[src/rtl/rtc_bus_sequencer.sv]
// Six-phase sequencer for the RTC multiplexed address/data bus, arbitrating a write port and a read port.
// Define RTC_SEQ_FIXED_PRI_EN for fixed write-over-read priority; otherwise round-robin.
module rtc_bus_sequencer #(
  parameter int PHASE_CYC = 10,
  parameter int AW        = 8
) (
  input  logic          clk,
  input  logic          Reset,
  input  logic          wr_req,
  input  logic [AW-1:0] wr_addr,
  input  logic [AW-1:0] wr_data,
  output logic          wr_done,
  input  logic          rd_req,
  input  logic [AW-1:0] rd_addr,
  output logic [AW-1:0] rd_data,
  output logic          rd_done,
  output logic          busy,
  output logic [AW-1:0] bus_o,
  output logic          bus_oe,
  input  logic [AW-1:0] bus_i,
  output logic          ChipSelect,
  output logic          Read,
  output logic          Write,
  output logic          AoD
);
  localparam int CW = (PHASE_CYC > 1) ? $clog2(PHASE_CYC) : 1;

  typedef enum logic [2:0] {IDLE, A_SET, A_STB, A_HLD, D_SET, D_STB, D_HLD} state_e;

  state_e        state_q, state_d;
  logic [CW-1:0] cnt_q, cnt_d;
  logic          op_rd_q, op_rd_d;
  logic [AW-1:0] addr_q, addr_d, data_q, data_d;
  logic          rr_last_rd_q, rr_last_rd_d;
  logic          cs_q, cs_d, rdn_q, rdn_d, wrn_q, wrn_d, aod_q, aod_d, oe_q, oe_d;
  logic [AW-1:0] bo_q, bo_d, rdat_q, rdat_d;
  logic          wdone_q, wdone_d, rdone_q, rdone_d;
  logic          phase_end, grant_rd;

  always_comb begin
    state_d      = state_q;
    cnt_d        = cnt_q + 1'b1;
    op_rd_d      = op_rd_q;
    addr_d       = addr_q;
    data_d       = data_q;
    rr_last_rd_d = rr_last_rd_q;
    rdat_d       = rdat_q;
    wdone_d      = 1'b0;
    rdone_d      = 1'b0;
    phase_end    = (cnt_q == CW'(PHASE_CYC - 1));
`ifdef RTC_SEQ_FIXED_PRI_EN
    grant_rd     = !wr_req;
`else
    // On a tie, serve whichever side was not served last.
    grant_rd     = rd_req && (!wr_req || !rr_last_rd_q);
`endif

    if (state_q == IDLE) begin
      cnt_d = '0;
      if (wr_req || rd_req) begin
        op_rd_d      = grant_rd;
        addr_d       = grant_rd ? rd_addr : wr_addr;
        data_d       = wr_data;
        rr_last_rd_d = grant_rd;
        state_d      = A_SET;
      end
    end else if (phase_end) begin
      cnt_d = '0;
      if (state_q == D_STB && op_rd_q) rdat_d = bus_i;
      if (state_q == D_HLD) begin
        state_d = IDLE;
        wdone_d = !op_rd_q;
        rdone_d = op_rd_q;
      end else begin
        state_d = state_e'(state_q + 3'd1);
      end
    end

    // Bus/strobe values are decoded from the next state so they leave a flop cleanly.
    cs_d  = 1'b1;
    rdn_d = 1'b1;
    wrn_d = 1'b1;
    aod_d = 1'b1;
    oe_d  = 1'b0;
    bo_d  = '0;
    case (state_d)
      A_SET, A_HLD: begin
        aod_d = 1'b0;
        oe_d  = 1'b1;
        bo_d  = addr_d;
      end
      A_STB: begin
        aod_d = 1'b0;
        oe_d  = 1'b1;
        bo_d  = addr_d;
        cs_d  = 1'b0;
        wrn_d = 1'b0;
      end
      D_SET, D_HLD: begin
        oe_d = !op_rd_d;
        bo_d = op_rd_d ? '0 : data_d;
      end
      D_STB: begin
        oe_d  = !op_rd_d;
        bo_d  = op_rd_d ? '0 : data_d;
        cs_d  = 1'b0;
        rdn_d = !op_rd_d;
        wrn_d = op_rd_d;
      end
      default: ;
    endcase
  end

  always_ff @(posedge clk) begin
    if (Reset) begin
      state_q      <= IDLE;
      cnt_q        <= '0;
      op_rd_q      <= 1'b0;
      addr_q       <= '0;
      data_q       <= '0;
      rr_last_rd_q <= 1'b1;
      cs_q         <= 1'b1;
      rdn_q        <= 1'b1;
      wrn_q        <= 1'b1;
      aod_q        <= 1'b1;
      oe_q         <= 1'b0;
      bo_q         <= '0;
      rdat_q       <= '0;
      wdone_q      <= 1'b0;
      rdone_q      <= 1'b0;
    end else begin
      state_q      <= state_d;
      cnt_q        <= cnt_d;
      op_rd_q      <= op_rd_d;
      addr_q       <= addr_d;
      data_q       <= data_d;
      rr_last_rd_q <= rr_last_rd_d;
      cs_q         <= cs_d;
      rdn_q        <= rdn_d;
      wrn_q        <= wrn_d;
      aod_q        <= aod_d;
      oe_q         <= oe_d;
      bo_q         <= bo_d;
      rdat_q       <= rdat_d;
      wdone_q      <= wdone_d;
      rdone_q      <= rdone_d;
    end
  end

  assign ChipSelect = cs_q;
  assign Read       = rdn_q;
  assign Write      = wrn_q;
  assign AoD        = aod_q;
  assign bus_oe     = oe_q;
  assign bus_o      = bo_q;
  assign rd_data    = rdat_q;
  assign wr_done    = wdone_q;
  assign rd_done    = rdone_q;
  assign busy       = (state_q != IDLE);
endmodule

[config.mk]
export PLATFORM = sky130hd
export DESIGN_NAME = rtc_bus_sequencer
export DESIGN_NICKNAME = d
export VERILOG_FILES = /design/src/rtl/rtc_bus_sequencer.sv
export SDC_FILE = /design/constraint.sdc
export NUM_CORES = 1
export LEC_CHECK = 0
export CAP_MARGIN = 10
export CORE_ASPECT_RATIO = 1.1
export CORE_MARGIN = 1.5
export CORE_UTILIZATION = 41
export DETAILED_ROUTE_END_ITERATION = 16
export PLACE_DENSITY = 0.74
export SYNTH_ARGS = -nofsm -noshare
export SYNTH_HDL_FRONTEND = slang
export SYNTH_SLANG_ARGS = --single-unit
[constraint.sdc]
create_clock -name clk -period 1.64 [get_ports clk]
set_input_delay 0.246 -clock clk [delete_from_list [all_inputs] [get_ports clk]]
set_output_delay 0.246 -clock clk [all_outputs]
set_load 0.01 [all_outputs]
=== Yosys cells after proc, flatten, opt, wreduce, memory -nomap -nowiden ===
Cells that the tools add are included.

* Register bits: 48
* Bits of input ports: 36
* Output and inout port bits: 24

* Add/sub/neg operators: 2
* Eq/ne operators: 9
* Muxes and demuxes: 17
* Bitwise operators: 4
* Reductions and logical operators: 18

{| class="wikitable"
|+ Operators with widths
! cell !! count
|-
| 2-to-1 mux 8 bit || 6
|-
| case mux 8 bit (2 select lines) || 1
|-
| equality test 3 bit, second input constant || 5
|-
| 2-to-1 mux 3 bit || 4
|-
| OR reduction 3 bit || 3
|-
| equality test 3 x 2 -> 1 bit, second input constant || 2
|-
| adder 4 x 1 -> 4 bit, second input constant || 1
|-
| equality test 4 bit, second input constant || 1
|-
| logical NOT 1 bit || 4
|-
| 2-to-1 mux 1 bit || 4
|-
| inverter 1 bit || 4
|-
| case mux 1 bit (2 select lines) || 2
|-
| OR reduction 2 bit || 2
|-
| OR reduction 4 bit || 1
|-
| adder 3 x 1 -> 3 bit, second input constant || 1
|-
| equality test 3 x 1 -> 1 bit, second input constant || 1
|-
| logical NOT 3 bit || 1
|-
| AND reduction 3 bit || 1
|-
| nonzero test 3 bit || 1
|-
| logical AND 1 bit || 2
|-
| logical OR 1 bit || 2
|-
| AND reduction 2 bit || 1
|}

=== Logic depth before layout (Yosys ltp) ===
* Depth in word-level cells: 7
* Gate-level depth with buffers: 8
* Mapped depth without buffers: 6

=== Least setup slack after synthesis ===
No wires, ideal clock.

* Kind: register -> register
* From: register cnt_q[0]
* To: register bo_q[7] (netlist: bus_o[7])
* Setup time: 88 ps
* Arrival: 1535 ps
* Path slack: 17 ps
* Cell stages (with the launch flop): 6
* Buffers on the path: 0
* Clock period less this slack: 1623 ps
* Cell sequence: dfxtp_1 ha_1 nand3b_4 or3_1 a211o_2 o32ai_2

* Cells in the longest elaborated chain, start to end: 6

{| class="wikitable"
|+ Ends and longest elaborated chain
! element !! RTL line !! RTL
|-
| start: declaration || 31 || <nowiki>logic [CW-1:0] cnt_q, cnt_d;</nowiki>
|-
| start signal: assignment || 133 || <nowiki>cnt_q <= cnt_d;</nowiki>
|-
| equality test 4 bit (*) || 50 || <nowiki>phase_end = (cnt_q == CW'(PHASE_CYC - 1));</nowiki>
|-
| 2-to-1 mux 3 bit (*) || 67 || <nowiki>end else if (phase_end) begin</nowiki>
|-
| 2-to-1 mux 3 bit (*) || 58 || <nowiki>if (state_q == IDLE) begin</nowiki>
|-
| equality test 3 bit, or another cell as far along || 86 || <nowiki>case (state_d)</nowiki>
|-
| OR reduction 3 bit (no line) || -- ||
|-
| case mux 8 bit (2 select lines) (*) || 86 ||
|-
| end signal: assignment || 143 || <nowiki>bo_q <= bo_d;</nowiki>
|-
| end: declaration || 36 || <nowiki>logic [AW-1:0] bo_q, bo_d, rdat_q, rdat_d;</nowiki>
|}

Every way passes the cells marked *; elsewhere a longest branch is shown, timed or not.
A chain may end at the register's enable or synchronous reset.

=== Worst setup path in the final report ===
* From: register state_q[2]
* To: register bo_q[1] (netlist: bus_o[1])

* Cells in the longest elaborated chain, start to end: 7

{| class="wikitable"
|+ Ends and longest elaborated chain
! element !! RTL line !! RTL
|-
| start: declaration || 30 || <nowiki>state_e state_q, state_d;</nowiki>
|-
| start signal: assignment || 132 || <nowiki>state_q <= state_d;</nowiki>
|-
| adder 3 x 1 -> 3 bit / equality test 3 bit (equally long branches) || 75, 70 ||
|-
| 2-to-1 mux 3 bit || 70 || <nowiki>if (state_q == D_HLD) begin</nowiki>
|-
| 2-to-1 mux 3 bit || 67 ||
|-
| 2-to-1 mux 3 bit || 58 ||
|-
| equality test 3 bit, or another cell as far along || 86 ||
|-
| OR reduction 3 bit (no line) || -- ||
|-
| case mux 8 bit (2 select lines) (*) || 86 ||
|}

Marked as above.

==> impl_metrics.json <==
{
  "status": "finished, final reports clean",
  "grt_max_degree": 18,
  "crit_path_top_delay_cell": "dfxtp_2",
  "clockRootBuffer": "clkbuf_8",
  "cp.required_ns": 1.82,
  "synth_xor_area_share_pct": 1.79,
  "cp_top_family": "compound AO/OA/AOI/OAI gates",
  "areaGrowthSynthToFinish_pct": 52.5,
  "crit_fanout": 9,
  "clkPwrFrac_pct": 29.1,
  "insertion_delay_ns": 0.30,
  "period_needed_ns": 1.57,
  "hold_path_depth": 2,
  "gr-total-overflow": 0,
  "num_rows": 26,
  "htreeDepth": 2,
  "switching_share_pct": 24.9,
  "p_seq_share_pct": 51.3,
  "synth_top_family_by_area": "simple AND/OR/NAND/NOR gates",
  "grt.met2_usage_pct": 29.9,
  "avgRoutedWirePerCell_um": 13.1,
  "path_common_cell": "buf_4",
  "drt_iter0_drc": 73,
  "hold_ws_ns": 0.501,
  "worst_slew_pin_slew_ns": 0.269,
  "grt_pass1_wl_um": 7190,
  "synth.area.mux_share_pct": 8.20,
  "die_y_um": 75.4,
  "async_flop_share_pct": 0,
  "fillers": 377,
  "yosysWarnings": 0,
  "synth_cell_types": 42,
  "r2r_slack_ns": 0.07,
  "drt-pass1-iter-count": 4,
  "ant_nets": 0,
  "coreArea_um2": 4620,
  "instances_no_fill": 334,
  "clockBufferDepth": 2,
  "max_stage_delay_ns": 0.37,
  "cts_tree": "done",
  "hold_path_end": "rd_data[0]",
  "hold_viol": 0,
  "syn_inst": 200,
  "place_congestion": 0.771,
  "worst-path-stages": 6,
  "cp-start-kind": "flop",
  "ys_seq_elements": 48,
  "synthesis.nets": 238,
  "die_area_um2": 5190,
  "p_sw_uw": 612,
  "fin_worst_skew_ns": 0.0109,
  "io_pins": 60,
  "busiest_layer": "met2",
  "drc": 0,
  "syn_area_per_cell_um2": 9.77,
  "max_cap_violations": 0,
  "critPathCaptureType": "flop",
  "netlist_area_um2": 1950,
  "synth_compound_area_share_pct": 14.1,
  "worstReg2RegStart": "state_q[2]",
  "p_int_uw": 1850,
  "die_w_um": 68.8,
  "routed-via-count": 1697,
  "start_util_pct": 42.3,
  "grt_usage_pct": 18.9,
  "ctsHoldBuffers": 0,
  "fin_nets": 315,
  "ff2ff_path_depth": 6,
  "r2r-end": "bus_o[1]",
  "relSlewSlack_pct": 82.0,
  "post-route-period-util_pct": 95.6,
  "via_per_inst": 5.08,
  "p_per_area_nw_per_um2": 825,
  "seq_area_um2": 967,
  "gr-usage-met1_pct": 23.2,
  "maxSlewViolCount": 0,
  "numCtsBuffers": 5,
  "wl_um": 4390,
  "path_buf_inv": 2,
  "cp_cell_sequence": "nor3_4 -> buf_4 -> o21ai_1 -> buf_4 -> a211oi_2 -> o32ai_2",
  "synth_enable_flop_cells": 0,
  "grt_pass1_vias": 1610,
  "clock.fmax_mhz": 638,
  "synth_flop_cell": "dfxtp_1",
  "hpwlAfterDp_um": 3090,
  "cts.sinks": 48,
  "total_power_uw": 2460,
  "synthAdderAreaFrac_pct": 1.28,
  "hp-start": "rd_data[0]",
  "ys_seq_area_share_pct": 49.2,
  "grt_antenna_before_repair": 0,
  "drive_above_1_share_pct": 21.6,
  "synthSimpleGateAreaFrac_pct": 22.0,
  "placedCellCount": 325,
  "post-route-util_pct": 64.5,
  "port_buffers": 59,
  "ir_drop_mv": 0.611,
  "setup_viol": 0,
  "arrival_ns": 1.74,
  "cts.clk_slew.worst_paths_ns": 0.08,
  "hold_class": "flop to flop",
  "path_class": "flop to flop",
  "antenna_cells": 0,
  "grt_setup_unrepaired": "false",
  "leakage_uw": 0.00116,
  "multi_input_area_um2": 1040,
  "grt.met3_usage_pct": 6.20,
  "combPwrFrac_pct": 19.6
}
==> cell usage after synthesis (all sizes together) (2+ instances only) <==
cell / count / area (µm²)
clkbuf: 6 / 22.5
o21a: 2 / 15.0
mux2i: 16 / 160
nor2b: 9 / 56.3
a211oi: 8 / 60.1
ha: 2 / 25.0
buf: 6 / 37.5
nor2: 34 / 144
nor3: 11 / 66.3
xnor2: 3 / 26.3
o31ai: 2 / 15.0
nand3: 4 / 20.0
o32ai: 8 / 77.6
nand2: 6 / 22.5
and3: 2 / 12.5
or3: 2 / 12.5
dfxtp: 48 / 961
a21oi: 9 / 45.0
inv: 2 / 7.50
o21ai: 5 / 25.0
nand4b: 2 / 17.5
==> stage by stage <==
stage / cell area, µm² / worst slack (ns) / setup TNS, ns
detailed placement: 2760 / -0.146 / -1.84
CTS: 2890 / 0.00130 / 0
finish: 2980 / 0.0719 / 0
global route: 2980 / 0.00710 / 0
global placement: 2760 / -0.118 / -1.04
floorplan: 1950 / 0.0173 / 0
==> layer usage <==
metal	part of all wire, %	wire length, µm
met1	43	1890
met3	5.7	250
met2	50	2190
met5	0	0
met4	1.3	59
==> cell type report <==
| class | count | area share (%) |
|---|---|---|
| timing repair buffer | 82 | 26.8 |
| clock buffer | 8 | 3.03 |
| tap | 56 | 2.35 |
| sequential | 48 | 32.5 |
| inverter | 2 | 0.252 |
| multi-input combinational | 138 | 35.0 |
==> registers in the layout, indices dropped and copies added (netlist names), 3 cells and up <==
signal / count
bus_o: 8
data_q: 8
rd_data: 8
cnt_q: 4
addr_q: 8
state_q: 3
==> kinds of logic after synthesis <==
logic type                 count (synthesis)
and+or+nand+nor                           78
DFF                                       48
AOI/OAI and AO/OA                         38
muxes                                     16
buffers and inverters                     14
xor gates and xnor gates                   4
adders and majority gates                  2
==> worst register-to-register path, cell delays in order (launching register included) <==
cell      delay, ns
dfxtp_2        0.37
nor3_4         0.24
buf_4          0.17
o21ai_1        0.06
buf_4          0.19
a211oi_2       0.30
o32ai_2        0.13
==> worst max path at each step <==
| stage | startpoint | endpoint | slack (ns) |
|---|---|---|---|
| floorplan | cnt_q[0] | bus_o[7] | 0.02 |
| global placement | rd_req | bus_o[7] | -0.12 |
| detailed placement | rd_req | bus_o[7] | -0.15 |
| CTS | cnt_q[1] | bus_o[7] | 0.001 |
| global route | cnt_q[1] | rd_data[1] | 0.007 |
| finish | state_q[2] | bus_o[1] | 0.07 |
==> layout by cell type (no fill, tap or decap), types with 2 or more instances in the layout <==
master / n
mux2i_1: 16
clkdlybuf4s50_1: 58
nand3_1: 4
and3_1: 2
o21ai_0: 3
a211oi_2: 8
xnor2_1: 3
a21oi_1: 9
nand2_1: 6
o32ai_2: 8
nor2b_1: 9
o21a_1: 2
buf_4: 20
dfxtp_1: 43
nor3_1: 10
dfxtp_2: 5
o31ai_1: 2
clkbuf_1: 2
nor2_1: 33
o21ai_1: 2
buf_12: 3
clkbuf_8: 6
nand4b_1: 2
inv_2: 2
==> power by group through the flow <==
stage | Combinational (µW) | Clock, µW | Sequential, µW
final | 481 | 715 | 1260
after global routing | 519 | 785 | 1270
after CTS | 439 | 735 | 1260
after detailed placement | 431 | 0 | 1290
after global placement | 425 | 0 | 1290
after floorplan | 199 | 0 | 1290
==> repair_timing <==
item,CTS,global route
pin swaps,2,4
setup endpoints to repair,17,16
resized for setup,9,18
buffers inserted,1,0
No activity file was read; power rests on OpenSTA's default activity.
==> patch, RTL diff (same settings) <==
Register the inputs `wr_addr`, `wr_data`, `rd_req`, `rd_addr` and `bus_i` before use. The logic sees them one clock later. The other inputs are not delayed to match.
--- a/src/rtl/rtc_bus_sequencer.sv
+++ b/src/rtl/rtc_bus_sequencer.sv
@@ -28,4 +28,18 @@
   typedef enum logic [2:0] {IDLE, A_SET, A_STB, A_HLD, D_SET, D_STB, D_HLD} state_e;
 
+  logic [AW-1:0] wr_addr_q;
+  logic [AW-1:0] wr_data_q;
+  logic rd_req_q;
+  logic [AW-1:0] rd_addr_q;
+  logic [AW-1:0] bus_q;
+
+  always_ff @(posedge clk) begin
+    wr_addr_q <= wr_addr;
+    wr_data_q <= wr_data;
+    rd_req_q  <= rd_req;
+    rd_addr_q <= rd_addr;
+    bus_q     <= bus_i;
+  end
+
   state_e        state_q, state_d;
   logic [CW-1:0] cnt_q, cnt_d;
@@ -53,13 +67,13 @@
 `else
     // On a tie, serve whichever side was not served last.
-    grant_rd     = rd_req && (!wr_req || !rr_last_rd_q);
+    grant_rd     = rd_req_q && (!wr_req || !rr_last_rd_q);
 `endif
 
     if (state_q == IDLE) begin
       cnt_d = '0;
-      if (wr_req || rd_req) begin
+      if (wr_req || rd_req_q) begin
         op_rd_d      = grant_rd;
-        addr_d       = grant_rd ? rd_addr : wr_addr;
-        data_d       = wr_data;
+        addr_d       = grant_rd ? rd_addr_q : wr_addr_q;
+        data_d       = wr_data_q;
         rr_last_rd_d = grant_rd;
         state_d      = A_SET;
@@ -67,5 +81,5 @@
     end else if (phase_end) begin
       cnt_d = '0;
-      if (state_q == D_STB && op_rd_q) rdat_d = bus_i;
+      if (state_q == D_STB && op_rd_q) rdat_d = bus_q;
       if (state_q == D_HLD) begin
         state_d = IDLE;
Check against the original RTL: not equivalent (a bounded check fails within 4 cycles, from zero or initial values and one cycle with Reset high).
==> patch against the unedited design <==
Worst setup slack lost 36 ps; wire length increased by 31%; largest power group unchanged; count of clock-buffer cells in the layout increased by 1; largest cell class is now flip-flops and latches; critical path depth rose by 1; final area grew 27%; critical path type unchanged; first-iteration DRC count increased by 110%; combinational power increased by 2%; sequential cell count rose by 33; power increased by 66%; area after synthesis rose by 35%; sequential power is 69% higher.
==> patch: results (changes against the unedited design) <==
[yosys]
ys_types = 40  ; -4.8%
synth_area_leader_cell = dfxtp_1
synth_commonest_cells = 81 x dfxtp_1, 26 x nand2_1, 26 x nor2_1
ys_top_cells_by_area = dfxtp_1 62%, nand2_1 3.7%, nor2_1 3.7%, mux2i_1 3.0%, a21oi_1 2.9%
ys_seq_area_share_pct = 61.7  ; +12 points
postSynthCellCount = 246  ; +23%
async_flop_share_pct = 0  ; unchanged
yosys_warnings = 0  ; unchanged
syn_nets = 284  ; +19%

[placement]
port-buffer-count = 59  ; unchanged
globalplace.congestion = 0.837  ; +8.5%
dp_hpwl_um = 3980  ; +29%
dpl.cell_count = 401  ; +23%

[final_layout]
fin_nets = 371  ; +18%
drive_gt1_share_pct = 19.5  ; -2.1 points
n_antenna_cell = 0  ; unchanged
mostFrequentLayoutCell = dfxtp_1

[worst_setup_path]
regToRegSetupSlack_ps = 40  ; -40 ps
critPathMaxStageDelay_ps = 330  ; -40 ps
path_delay_family = simple AND/OR/NAND/NOR gates
arrival_ps = 1850  ; +110 ps
cp_slowest_cell = dfxtp_2
cp_max_fo = 8  ; -1

[route]
dr_wl_met3_um = 255  ; +2.0%
wl_met1_um = 2500  ; +32%
vias_per_cell = 4.99  ; -1.8%
wl_met2_um = 2870  ; +31%
num_vias = 2085  ; +23%
drt_iter0_drc = 154  ; +110%
drt-total-wl_um = 5740  ; +31%
drtPass1Iterations = 4  ; unchanged
dr.max_layer_used = met4

[cts]
path_clk_slew_ps = 80  ; about the same
cts-root-buf = clkbuf_8
cts_buffer_depth = 2  ; unchanged
insertion_delay_ps = 350  ; +50 ps
numCtsBuffers = 9  ; +4
htreeDepth = 3  ; +1

[status]
outcome = completed

[pwr]
ir_worst_vdd_mv = 0.635  ; +3.9%
power_switching_w = 0.00101  ; +64%
p_leak_nw = 1.47  ; +27%

[global_routing]
track_usage_pct = 18.3  ; -0.59 points
antenna_found_initial = 0  ; unchanged
grt_pass1_wl_um = 9630  ; +34%
grt_pass1_vias = 2034  ; +26%
grt_max_degree = 17  ; -1

[sta]
skew_ps = 7.43  ; -3.45 ps
relSlewSlack_pct = 76.5  ; -5.4 points
whs_ps = 327  ; -174 ps

[hold_path]
hold_class = in -> reg

patch: cell count changes after synthesis, sizes merged, moves of 9 or more:
cell | before | now
nand2 | 6 | 26
nor3 | 11 | 2
dfxtp | 48 | 81
nor2b | 9 | 0
patch: per-layer routing:
metal / up-vias / global-route usage (%)
met5: - / 0
met1: 962 / 21.5
met2: 60 / 30.8
met4: 0 / 9.09
li1: 1051 / -
met3: 12 / 4.61
patch: layout make-up:
class | instances | area [um2]
fill | 519 | 2410
timing repair buffer | 89 | 841
clock buffer | 9 | 124
tap | 80 | 100
clock inverter | 7 | 76.3
multi-input combinational | 149 | 996
inverter | 3 | 13.8
sequential | 81 | 1630
patch: worst reg2reg max path: stages, from the launching register on:
cell and delay, ps:
dfxtp_2 330, inv_2 60, ha_4 160, nand4b_1 130
nor4b_2 310, buf_4 240, mux2i_1 200, nor2_1 60
patch: stage by stage:
step           cell area [um2]  setup TNS, ps  setup WS (ps)
3_3_place_gp              3500           -257           -110
3_5_place_dp              3500           -517           -118
4_1_cts                   3730              0           3.88
6_report                  3780              0           36.3
2_1_floorplan             2630              0           12.1
5_1_grt                   3780           -426          -79.2
patch: path summary, 6_finish.rpt:
check,cells after the start,startpoint,to
max,7,cnt_q[1],rd_data[6]
min,1,rd_addr[2],rd_addr_q[2]
max reg2reg,7,cnt_q[1],rd_data[6]
min reg2reg,2,wr_data_q[7],data_q[7]
patch: repair_timing:
action / in CTS / in global routing
hold endpoints to repair: 0 / 0
endpoints found under the setup margin: 14 / 18
resized for setup: 8 / 12
gates cloned: 0 / 0
pin swaps: 1 / 6
buffers inserted: 1 / 0
patch: power groups by stage:
stage / sequential, W / clock (W) / combinational [W]
floorplan: 0.00217 / 0 / 0.000204
global placement: 0.00217 / 0 / 0.000460
detailed placement: 0.00217 / 0 / 0.000468
CTS: 0.00213 / 0.00149 / 0.000474
global route: 0.00214 / 0.00159 / 0.000540
finish: 0.00213 / 0.00146 / 0.000493
patch: logic make-up (layout without fill, tap and decap cells):
family	Yosys count	after routing	share of synthesized area, %
AO/OA/AOI/OAI	61	61	15.8
flip-flops	81	81	61.7
adder cells (fa/ha/maj)	2	2	0.952
AND/OR/NAND/NOR	75	75	14.8
XOR/XNOR	3	3	1.00
multiplexers	8	8	3.05
buffers and inverters	16	108	2.81
